[src/rtl/axi_mem_outstanding_limiter.sv]
// AXI4 pass-through that caps in-flight read and write bursts independently.
// Only AR/AW valid/ready are gated; every other channel is a straight wire.
// Also reports outstanding counts, sticky underflow and response-watchdog flags.
module axi_mem_outstanding_limiter #(
    parameter int ADDR_WIDTH = 32,
    parameter int DATA_WIDTH = 64,
    parameter int ID_WIDTH   = 4,
    parameter int MAX_RD     = 8,
    parameter int MAX_WR     = 8,
    parameter int TIMEOUT    = 65535
) (
    input  logic                    uncoreclk,
    input  logic                    uncorersts,
    // slave side AW/W/B
    input  logic [ID_WIDTH-1:0]     s_axi_awid,
    input  logic [ADDR_WIDTH-1:0]   s_axi_awaddr,
    input  logic [7:0]              s_axi_awlen,
    input  logic [2:0]              s_axi_awsize,
    input  logic [1:0]              s_axi_awburst,
    input  logic                    s_axi_awlock,
    input  logic [3:0]              s_axi_awcache,
    input  logic [2:0]              s_axi_awprot,
    input  logic [3:0]              s_axi_awqos,
    input  logic                    s_axi_awvalid,
    output logic                    s_axi_awready,
    input  logic [DATA_WIDTH-1:0]   s_axi_wdata,
    input  logic [DATA_WIDTH/8-1:0] s_axi_wstrb,
    input  logic                    s_axi_wlast,
    input  logic                    s_axi_wvalid,
    output logic                    s_axi_wready,
    output logic [ID_WIDTH-1:0]     s_axi_bid,
    output logic [1:0]              s_axi_bresp,
    output logic                    s_axi_bvalid,
    input  logic                    s_axi_bready,
    // slave side AR/R
    input  logic [ID_WIDTH-1:0]     s_axi_arid,
    input  logic [ADDR_WIDTH-1:0]   s_axi_araddr,
    input  logic [7:0]              s_axi_arlen,
    input  logic [2:0]              s_axi_arsize,
    input  logic [1:0]              s_axi_arburst,
    input  logic                    s_axi_arlock,
    input  logic [3:0]              s_axi_arcache,
    input  logic [2:0]              s_axi_arprot,
    input  logic [3:0]              s_axi_arqos,
    input  logic                    s_axi_arvalid,
    output logic                    s_axi_arready,
    output logic [ID_WIDTH-1:0]     s_axi_rid,
    output logic [DATA_WIDTH-1:0]   s_axi_rdata,
    output logic [1:0]              s_axi_rresp,
    output logic                    s_axi_rlast,
    output logic                    s_axi_rvalid,
    input  logic                    s_axi_rready,
    // master side AW/W/B
    output logic [ID_WIDTH-1:0]     m_axi_awid,
    output logic [ADDR_WIDTH-1:0]   m_axi_awaddr,
    output logic [7:0]              m_axi_awlen,
    output logic [2:0]              m_axi_awsize,
    output logic [1:0]              m_axi_awburst,
    output logic                    m_axi_awlock,
    output logic [3:0]              m_axi_awcache,
    output logic [2:0]              m_axi_awprot,
    output logic [3:0]              m_axi_awqos,
    output logic                    m_axi_awvalid,
    input  logic                    m_axi_awready,
    output logic [DATA_WIDTH-1:0]   m_axi_wdata,
    output logic [DATA_WIDTH/8-1:0] m_axi_wstrb,
    output logic                    m_axi_wlast,
    output logic                    m_axi_wvalid,
    input  logic                    m_axi_wready,
    input  logic [ID_WIDTH-1:0]     m_axi_bid,
    input  logic [1:0]              m_axi_bresp,
    input  logic                    m_axi_bvalid,
    output logic                    m_axi_bready,
    // master side AR/R
    output logic [ID_WIDTH-1:0]     m_axi_arid,
    output logic [ADDR_WIDTH-1:0]   m_axi_araddr,
    output logic [7:0]              m_axi_arlen,
    output logic [2:0]              m_axi_arsize,
    output logic [1:0]              m_axi_arburst,
    output logic                    m_axi_arlock,
    output logic [3:0]              m_axi_arcache,
    output logic [2:0]              m_axi_arprot,
    output logic [3:0]              m_axi_arqos,
    output logic                    m_axi_arvalid,
    input  logic                    m_axi_arready,
    input  logic [ID_WIDTH-1:0]     m_axi_rid,
    input  logic [DATA_WIDTH-1:0]   m_axi_rdata,
    input  logic [1:0]              m_axi_rresp,
    input  logic                    m_axi_rlast,
    input  logic                    m_axi_rvalid,
    output logic                    m_axi_rready,
    // status
    output logic [7:0]              rd_outstanding,
    output logic [7:0]              wr_outstanding,
    output logic                    err_timeout,
    output logic                    err_underflow
);

    logic [7:0]  rd_cnt_q, rd_cnt_d;
    logic [7:0]  wr_cnt_q, wr_cnt_d;
    logic [15:0] wd_cnt_q, wd_cnt_d;
    logic        err_timeout_q, err_timeout_d;
    logic        err_underflow_q, err_underflow_d;
    logic        rd_full, wr_full;
    logic        rd_inc, rd_dec, wr_inc, wr_dec;
    logic        rd_unf, wr_unf;
    logic        resp_hs, idle;

    // Gate on the registered count only, so a forwarded AR/AW can never be withdrawn.
    assign rd_full = (rd_cnt_q == 8'(MAX_RD));
    assign wr_full = (wr_cnt_q == 8'(MAX_WR));

    assign m_axi_awid    = s_axi_awid;
    assign m_axi_awaddr  = s_axi_awaddr;
    assign m_axi_awlen   = s_axi_awlen;
    assign m_axi_awsize  = s_axi_awsize;
    assign m_axi_awburst = s_axi_awburst;
    assign m_axi_awlock  = s_axi_awlock;
    assign m_axi_awcache = s_axi_awcache;
    assign m_axi_awprot  = s_axi_awprot;
    assign m_axi_awqos   = s_axi_awqos;
    assign m_axi_awvalid = s_axi_awvalid & ~wr_full;
    assign s_axi_awready = m_axi_awready & ~wr_full;

    // W is never gated: early write data is legal and goes straight through.
    assign m_axi_wdata   = s_axi_wdata;
    assign m_axi_wstrb   = s_axi_wstrb;
    assign m_axi_wlast   = s_axi_wlast;
    assign m_axi_wvalid  = s_axi_wvalid;
    assign s_axi_wready  = m_axi_wready;

    assign s_axi_bid     = m_axi_bid;
    assign s_axi_bresp   = m_axi_bresp;
    assign s_axi_bvalid  = m_axi_bvalid;
    assign m_axi_bready  = s_axi_bready;

    assign m_axi_arid    = s_axi_arid;
    assign m_axi_araddr  = s_axi_araddr;
    assign m_axi_arlen   = s_axi_arlen;
    assign m_axi_arsize  = s_axi_arsize;
    assign m_axi_arburst = s_axi_arburst;
    assign m_axi_arlock  = s_axi_arlock;
    assign m_axi_arcache = s_axi_arcache;
    assign m_axi_arprot  = s_axi_arprot;
    assign m_axi_arqos   = s_axi_arqos;
    assign m_axi_arvalid = s_axi_arvalid & ~rd_full;
    assign s_axi_arready = m_axi_arready & ~rd_full;

    assign s_axi_rid     = m_axi_rid;
    assign s_axi_rdata   = m_axi_rdata;
    assign s_axi_rresp   = m_axi_rresp;
    assign s_axi_rlast   = m_axi_rlast;
    assign s_axi_rvalid  = m_axi_rvalid;
    assign m_axi_rready  = s_axi_rready;

    assign rd_inc  = m_axi_arvalid & m_axi_arready;
    assign rd_dec  = m_axi_rvalid & m_axi_rready & m_axi_rlast;
    assign wr_inc  = m_axi_awvalid & m_axi_awready;
    assign wr_dec  = m_axi_bvalid & m_axi_bready;
    assign resp_hs = (m_axi_rvalid & m_axi_rready) | (m_axi_bvalid & m_axi_bready);
    assign idle    = (rd_cnt_q == 8'd0) && (wr_cnt_q == 8'd0);

    // Next-state for counts, watchdog and sticky flags.
    always_comb begin
        rd_cnt_d = rd_cnt_q;
        wr_cnt_d = wr_cnt_q;
        rd_unf   = 1'b0;
        wr_unf   = 1'b0;

        if (rd_inc && !rd_dec) begin
            rd_cnt_d = rd_cnt_q + 8'd1;
        end else if (rd_dec && !rd_inc) begin
            if (rd_cnt_q == 8'd0) rd_unf = 1'b1;
            else                  rd_cnt_d = rd_cnt_q - 8'd1;
        end

        if (wr_inc && !wr_dec) begin
            wr_cnt_d = wr_cnt_q + 8'd1;
        end else if (wr_dec && !wr_inc) begin
            if (wr_cnt_q == 8'd0) wr_unf = 1'b1;
            else                  wr_cnt_d = wr_cnt_q - 8'd1;
        end

        if (resp_hs || idle)          wd_cnt_d = 16'd0;
        else if (wd_cnt_q == 16'hFFFF) wd_cnt_d = wd_cnt_q;
        else                          wd_cnt_d = wd_cnt_q + 16'd1;

        // Compare the next value so the flag rises on the same edge the count hits TIMEOUT.
        err_timeout_d   = err_timeout_q | (wd_cnt_d == 16'(TIMEOUT));
        err_underflow_d = err_underflow_q | rd_unf | wr_unf;
    end

    // State registers with synchronous reset.
    always_ff @(posedge uncoreclk) begin
        if (uncorersts) begin
            rd_cnt_q        <= 8'd0;
            wr_cnt_q        <= 8'd0;
            wd_cnt_q        <= 16'd0;
            err_timeout_q   <= 1'b0;
            err_underflow_q <= 1'b0;
        end else begin
            rd_cnt_q        <= rd_cnt_d;
            wr_cnt_q        <= wr_cnt_d;
            wd_cnt_q        <= wd_cnt_d;
            err_timeout_q   <= err_timeout_d;
            err_underflow_q <= err_underflow_d;
        end
    end

    assign rd_outstanding = rd_cnt_q;
    assign wr_outstanding = wr_cnt_q;
    assign err_timeout    = err_timeout_q;
    assign err_underflow  = err_underflow_q;

endmodule

[config.mk]
export PLATFORM = sky130hd
export DESIGN_NAME = axi_mem_outstanding_limiter
export DESIGN_NICKNAME = d
export VERILOG_FILES = /design/src/rtl/axi_mem_outstanding_limiter.sv
export SDC_FILE = /design/constraint.sdc
export NUM_CORES = 1
export LEC_CHECK = 0
export CAP_MARGIN = 20
export CORE_AREA = 2 2 227 229
export DETAILED_ROUTE_END_ITERATION = 7
export DIE_AREA = 0 0 229 231
export SKIP_CTS_REPAIR_TIMING = 1
export SLEW_MARGIN = 15
export SYNTH_ARGS = -nofsm -noshare
export SYNTH_HDL_FRONTEND = slang
export SYNTH_SLANG_ARGS = --single-unit
[constraint.sdc]
create_clock -name uncoreclk -period 3.7 [get_ports uncoreclk]
set_input_delay 0.925 -clock uncoreclk [delete_from_list [all_inputs] [get_ports uncoreclk]]
set_output_delay 0.925 -clock uncoreclk [all_outputs]
set_load 0.02 [all_outputs]
; Word level (Yosys, flattened, before mapping)
; Index checks and enable logic that the tools add are counted.
[totals]
ff_bits = 34
inputBits = 284
out_inout_bits = 300
[classes]
add_sub_neg = 5
n_eq_ne = 6
n_reduce_logical = 16
bitwise = 15
mux = 14
[op_table]
columns = operator, n
row1 = $mux 8, 6
row2 = $eq 16x16->1 const B, 2
row3 = $mux 16, 2
row4 = $add 16x1->16 const B, 1
row5 = $add 8x1->8 const B, 2
row6 = $eq 8x4->1 const B, 2
row7 = $logic_not 8->1, 2
row8 = $sub 8x1->8 const B, 2
row9 = $and 1x1->1, 9
row10 = $mux 1, 6
row11 = $logic_and 1x1->1, 5
row12 = $logic_not 1->1, 4
row13 = $ne 2x1->1 const B, 2
row14 = $or 1x1->1, 4
row15 = $reduce_and 2->1, 2
row16 = $reduce_bool 2->1, 2
row17 = $not 1->1, 2
row18 = $logic_or 1x1->1, 1

; Longest topological paths before layout
[depth]
depth_word = 10
ltp_mapped = 14

; Worst setup path before layout
; Ideal clock, no wire load.
[synth_path]
path_type = reg-to-reg
from = register rd_cnt_q[1], in the netlist rd_outstanding[1]
to = register rd_cnt_q[7], in the netlist rd_outstanding[7]
setup_slack_ps = 332
stages_incl_launch_ff = 15
n_path_buf = 0
arrival_time_ps = 3253
synth_period_minus_slack_ps = 3368
setup_time_ps = 115
path_cell_list = dfxtp_1 nor4_2 nand3_1 and2_1 nand2_1 inv_1 ha_1 inv_1 ha_1 a21oi_1 o21ai_0 a2111oi_0 nor4_1 o21a_1 o21ba_2
[synth_via]
elab_chain_cells = 8
word_cells_on_any_way = 16
classes_between = 2 x add/sub / 2 x eq/ne / 3 x mux / 3 x bitwise / 6 x reduce/logical
[synth_lines]
columns = element, line
row1 = start: declaration, 99  ; logic [7:0] rd_cnt_q, rd_cnt_d;
row2 = start signal: assignment, 202  ; rd_cnt_q <= rd_cnt_d;
row3 = branches (longest 8 deep; another with $sub 8x1->8), n/a
; Several ways; the timed one is not identified. The select of a mux whose other input is x is not followed.
; A chain may end at the register's enable or synchronous reset.

; Worst setup path after layout
[layout_path]
from = input port m_axi_rlast
to = register rd_cnt_q[7], in the netlist rd_outstanding[7]
[layout_via]
elab_chain_cells = 5
word_cells_on_any_way = 8
classes_between = 1 x eq/ne / 1 x mux / 1 x bitwise / 5 x reduce/logical
[layout_lines]
columns = element, line
row1 = start: declaration, 89  ; input logic m_axi_rlast,
row2 = $and 1x1->1 *, 157  ; assign rd_dec = m_axi_rvalid & m_axi_rready & m_axi_rlast;
row3 = $logic_not 1->1, 170  ; if (rd_inc && !rd_dec) begin
row4 = $logic_and 1x1->1, 170
row5 = $ne 2x1->1 (no source line) / $reduce_bool 2->1 (equally long branches), n/a
row6 = $reduce_and 2->1 (no source line), n/a
; Every way passes the cells marked *; elsewhere a longest branch is shown, timed or not.

==> flow_metrics.tcl <==
set metrics [dict create \
    synth_enable_flop_cells 0 \
    drc 0 \
    cap_violations 0 \
    antenna_found_initial 0 \
    hold_path_class "reg -> reg" \
    path_class "in -> reg" \
    initial_utilization 0.0849 \
    clkPwrFrac 0.216 \
    die_width_um 229 \
    track_usage 0.0466 \
    switchingPower_mw 1.06 \
    finish.utilization 0.0748 \
    overflow 0 \
    clock_latency_ps 280 \
    pre_cts_ws_ps -28.1 \
    synthArstFlopShare 0 \
    drt_iter0_markers 122 \
    yosysWarnings 0 \
    critPathRequiredTime_ps 3880 \
    rsz0062_at_grt "no" \
    clk_pin_slew_ps 60 \
    num-fill-cells 6017 \
    endpoint_kind "flop" \
    combPwrFrac 0.557 \
    finalWorstSetupSlack_ps 309 \
    drtAntennaViolNets 0 \
    cts_max_level 2 \
    synthCells 543 \
    synth_ff_type "dfxtp_1" \
    setup_violations 0 \
    std_cell_rows 83 \
    synth_seq_cells 34 \
    power.internal_mw 1.54 \
    core_mm2 0.0507 \
    whs_path_depth 2 \
    synthTopCellsByArea "buf_4, dfxtp_1, ha_1" \
    vias 2526 \
    crit_path_start_kind "input port" \
    antenna_cells 0 \
    drive_above_1_share 0.146 \
    worstHoldEndpoint "err_timeout$_SDFF_PP0_" \
    gp_congestion 0.788 \
    r2r_cells 15 \
    io_pins 584 \
    grt_max_degree 16 \
    cts_tree "built" \
    syn_nets 846 \
    yosys.area.top_type "buf_4" \
    numCtsBuffers 5 \
    first_pass_iters 4 \
    outcome "finished, final reports clean" \
    fin_nets 630 \
    viasPerCell 2.51 \
    fin_skew_ps 4.30 \
    path_max_fanout 5 \
    r2r_end "wr_outstanding[7]$_SDFFE_PP0P_" \
    post_synth_num_cell_types 48 \
    die_h_um 231 \
    r2r_slack_ps 310 \
    cts_root_buf "clkbuf_16" \
    grt_pass1_vias 2556 \
    p_leak_nw 1.23 \
    wl_per_cell_um 13.0 \
    relSlewSlack 0.628 \
    synth_top_area_share 0.485 \
    power_density_mw_per_mm2 688 \
    worstHoldStart "err_timeout$_SDFF_PP0_" \
    dp_hpwl_mm 10.9 \
    synth.avg_cell_area_um2 7.92 \
    port_buffers 37 \
    hold_violations 0 \
    r2r-start "wr_outstanding[0]$_SDFFE_PP0P_" \
    grt_first_pass_wirelength_mm 17.9 \
    tightest_slew_ps 552 \
    dieArea_mm2 0.0529 \
    ir_drop_mv 0.385 \
    period_minus_slack_ps 3390 \
    switching_share 0.408 \
    clock_path_buffers 2 \
    totalWireLength_mm 13.1 \
    power_frac_seq 0.227 \
    synth_seq_area_share 0.158 \
    max_freq_ghz 0.295 \
    whs_ps 490 \
    area_growth_pct -11.9 \
    finalCritPeriodShare 0.917 \
    cts.sinks 34 \
    syn_area_mm2 0.00430 \
    critPathArrivalTime_ps 3570 \
    maxSlewViolCount 0 \
]
==> metal layers <==
layer	part of all wire	routed length, um	GRT usage
met1	0.33	4310	0.0438
met2	0.44	5800	0.0706
met3	0.14	1800	0.0263
met4	0.092	1210	0.0463
met5	0	0	0
==> cell usage after synthesis, drive strengths merged (5+ instances only) <==
library cell,number
buf,280
a21oi,25
nand2,31
nor2,27
inv,15
nor3,8
nand4,7
ha,17
xnor2,11
dfxtp,34
nand3,12
xor2,11
o21ai,5
a211oi,5
nor4,8
==> power groups by stage <==
stage | clock (mW) | combinational (mW) | sequential [mW]
2_1_floorplan | 0 | 1.21 | 0.655
3_3_place_gp | 0 | 1.44 | 0.593
6_report | 0.562 | 1.45 | 0.592
5_1_grt | 0.592 | 1.60 | 0.611
3_5_place_dp | 0 | 1.44 | 0.598
4_1_cts | 0.576 | 1.45 | 0.592
==> cells by family (layout without fill, tap and decap cells) <==
logic type | after synthesis | in the layout | synth area share
multiplexers | 2 | 2 | 0.00465
AO/OA/AOI/OAI | 55 | 55 | 0.0858
XOR/XNOR | 22 | 22 | 0.0448
flip-flops | 34 | 34 | 0.158
buffers and inverters | 298 | 83 | 0.503
adder cells (fa/ha/maj) | 19 | 19 | 0.0588
AND/OR/NAND/NOR | 113 | 113 | 0.145
==> state kept, by name (all words and copies together), names as in the netlist <==
signal	cells
err_timeout	1
err_underflow	1
rd_outstanding	8
wd_cnt_q	16
wr_outstanding	8
==> area by class of cell <==
class / count / area (um^2) / share of cell area
Multi-Input combinational cell: 211 / 1460 / 0.386
Tap cell: 680 / 851 / 0.225
Sequential cell: 34 / 681 / 0.180
Timing Repair Buffer: 60 / 543 / 0.143
Clock buffer: 5 / 125 / 0.0330
Clock inverter: 3 / 68.8 / 0.0182
Inverter: 15 / 56.3 / 0.0149
==> through the flow <==
stage | area, um^2 | setup TNS [ps] | std cells | power, mW
CTS | 3780 | 0 | 1008 | 2.62
finish | 3790 | 0 | 1008 | 2.61
global route | 3790 | 0 | 1008 | 2.80
detailed placement | 3590 | -28.1 | 1000 | 2.04
floorplan | 4300 | 0 | 543 | 1.87
global placement | 3590 | -19.8 | 1000 | 2.03
==> worst max path at each step <==
stage,startpoint,to,slack (ps),cells after the start
floorplan,rd_outstanding[1]$_SDFFE_PP0P_,rd_outstanding[7]$_SDFFE_PP0P_,330,14
global placement,m_axi_rlast,rd_outstanding[7]$_SDFFE_PP0P_,-20,12
detailed placement,m_axi_rlast,rd_outstanding[7]$_SDFFE_PP0P_,-30,12
CTS,wr_outstanding[0]$_SDFFE_PP0P_,wr_outstanding[7]$_SDFFE_PP0P_,150,15
global route,wr_outstanding[0]$_SDFFE_PP0P_,wr_outstanding[7]$_SDFFE_PP0P_,10,15
finish,m_axi_rlast,rd_outstanding[7]$_SDFFE_PP0P_,310,12
==> cell usage in the layout, fill, tap and decap left out, types with 3 or more instances in the layout <==
cell             synthesis  routed
buf_4                  278      23
ha_1                    17      17
clkbuf_16                0       5
a21oi_1                 24      24
and2_1                   4       4
dfxtp_1                 34      34
nand3b_1                 3       3
nand3_1                 12      12
inv_1                   15      15
a211oi_1                 5       5
nor4_1                   6       5
nand2b_1                 4       4
o21ai_0                  5       5
xnor2_1                 11      11
o21bai_1                 4       4
clkdlybuf4s50_1          0      37
xor2_1                  11      11
nor3_1                   7       7
nand2_1                 30      30
nor2_1                  25      25
nand4_1                  5       5
and3_1                   3       3
==> critical path, stage by stage <==
cell and delay (ps):
clkdlybuf4s50_1 480, nand3_1 190, ha_1 250, inv_1 140, ha_1 250, a21oi_1 190, o21ai_0 150, a2111oi_1 370
buf_4 180, nor4_1 50, o21a_1 200, o21ba_2 180
No activity file was read; power rests on OpenSTA's default activity.
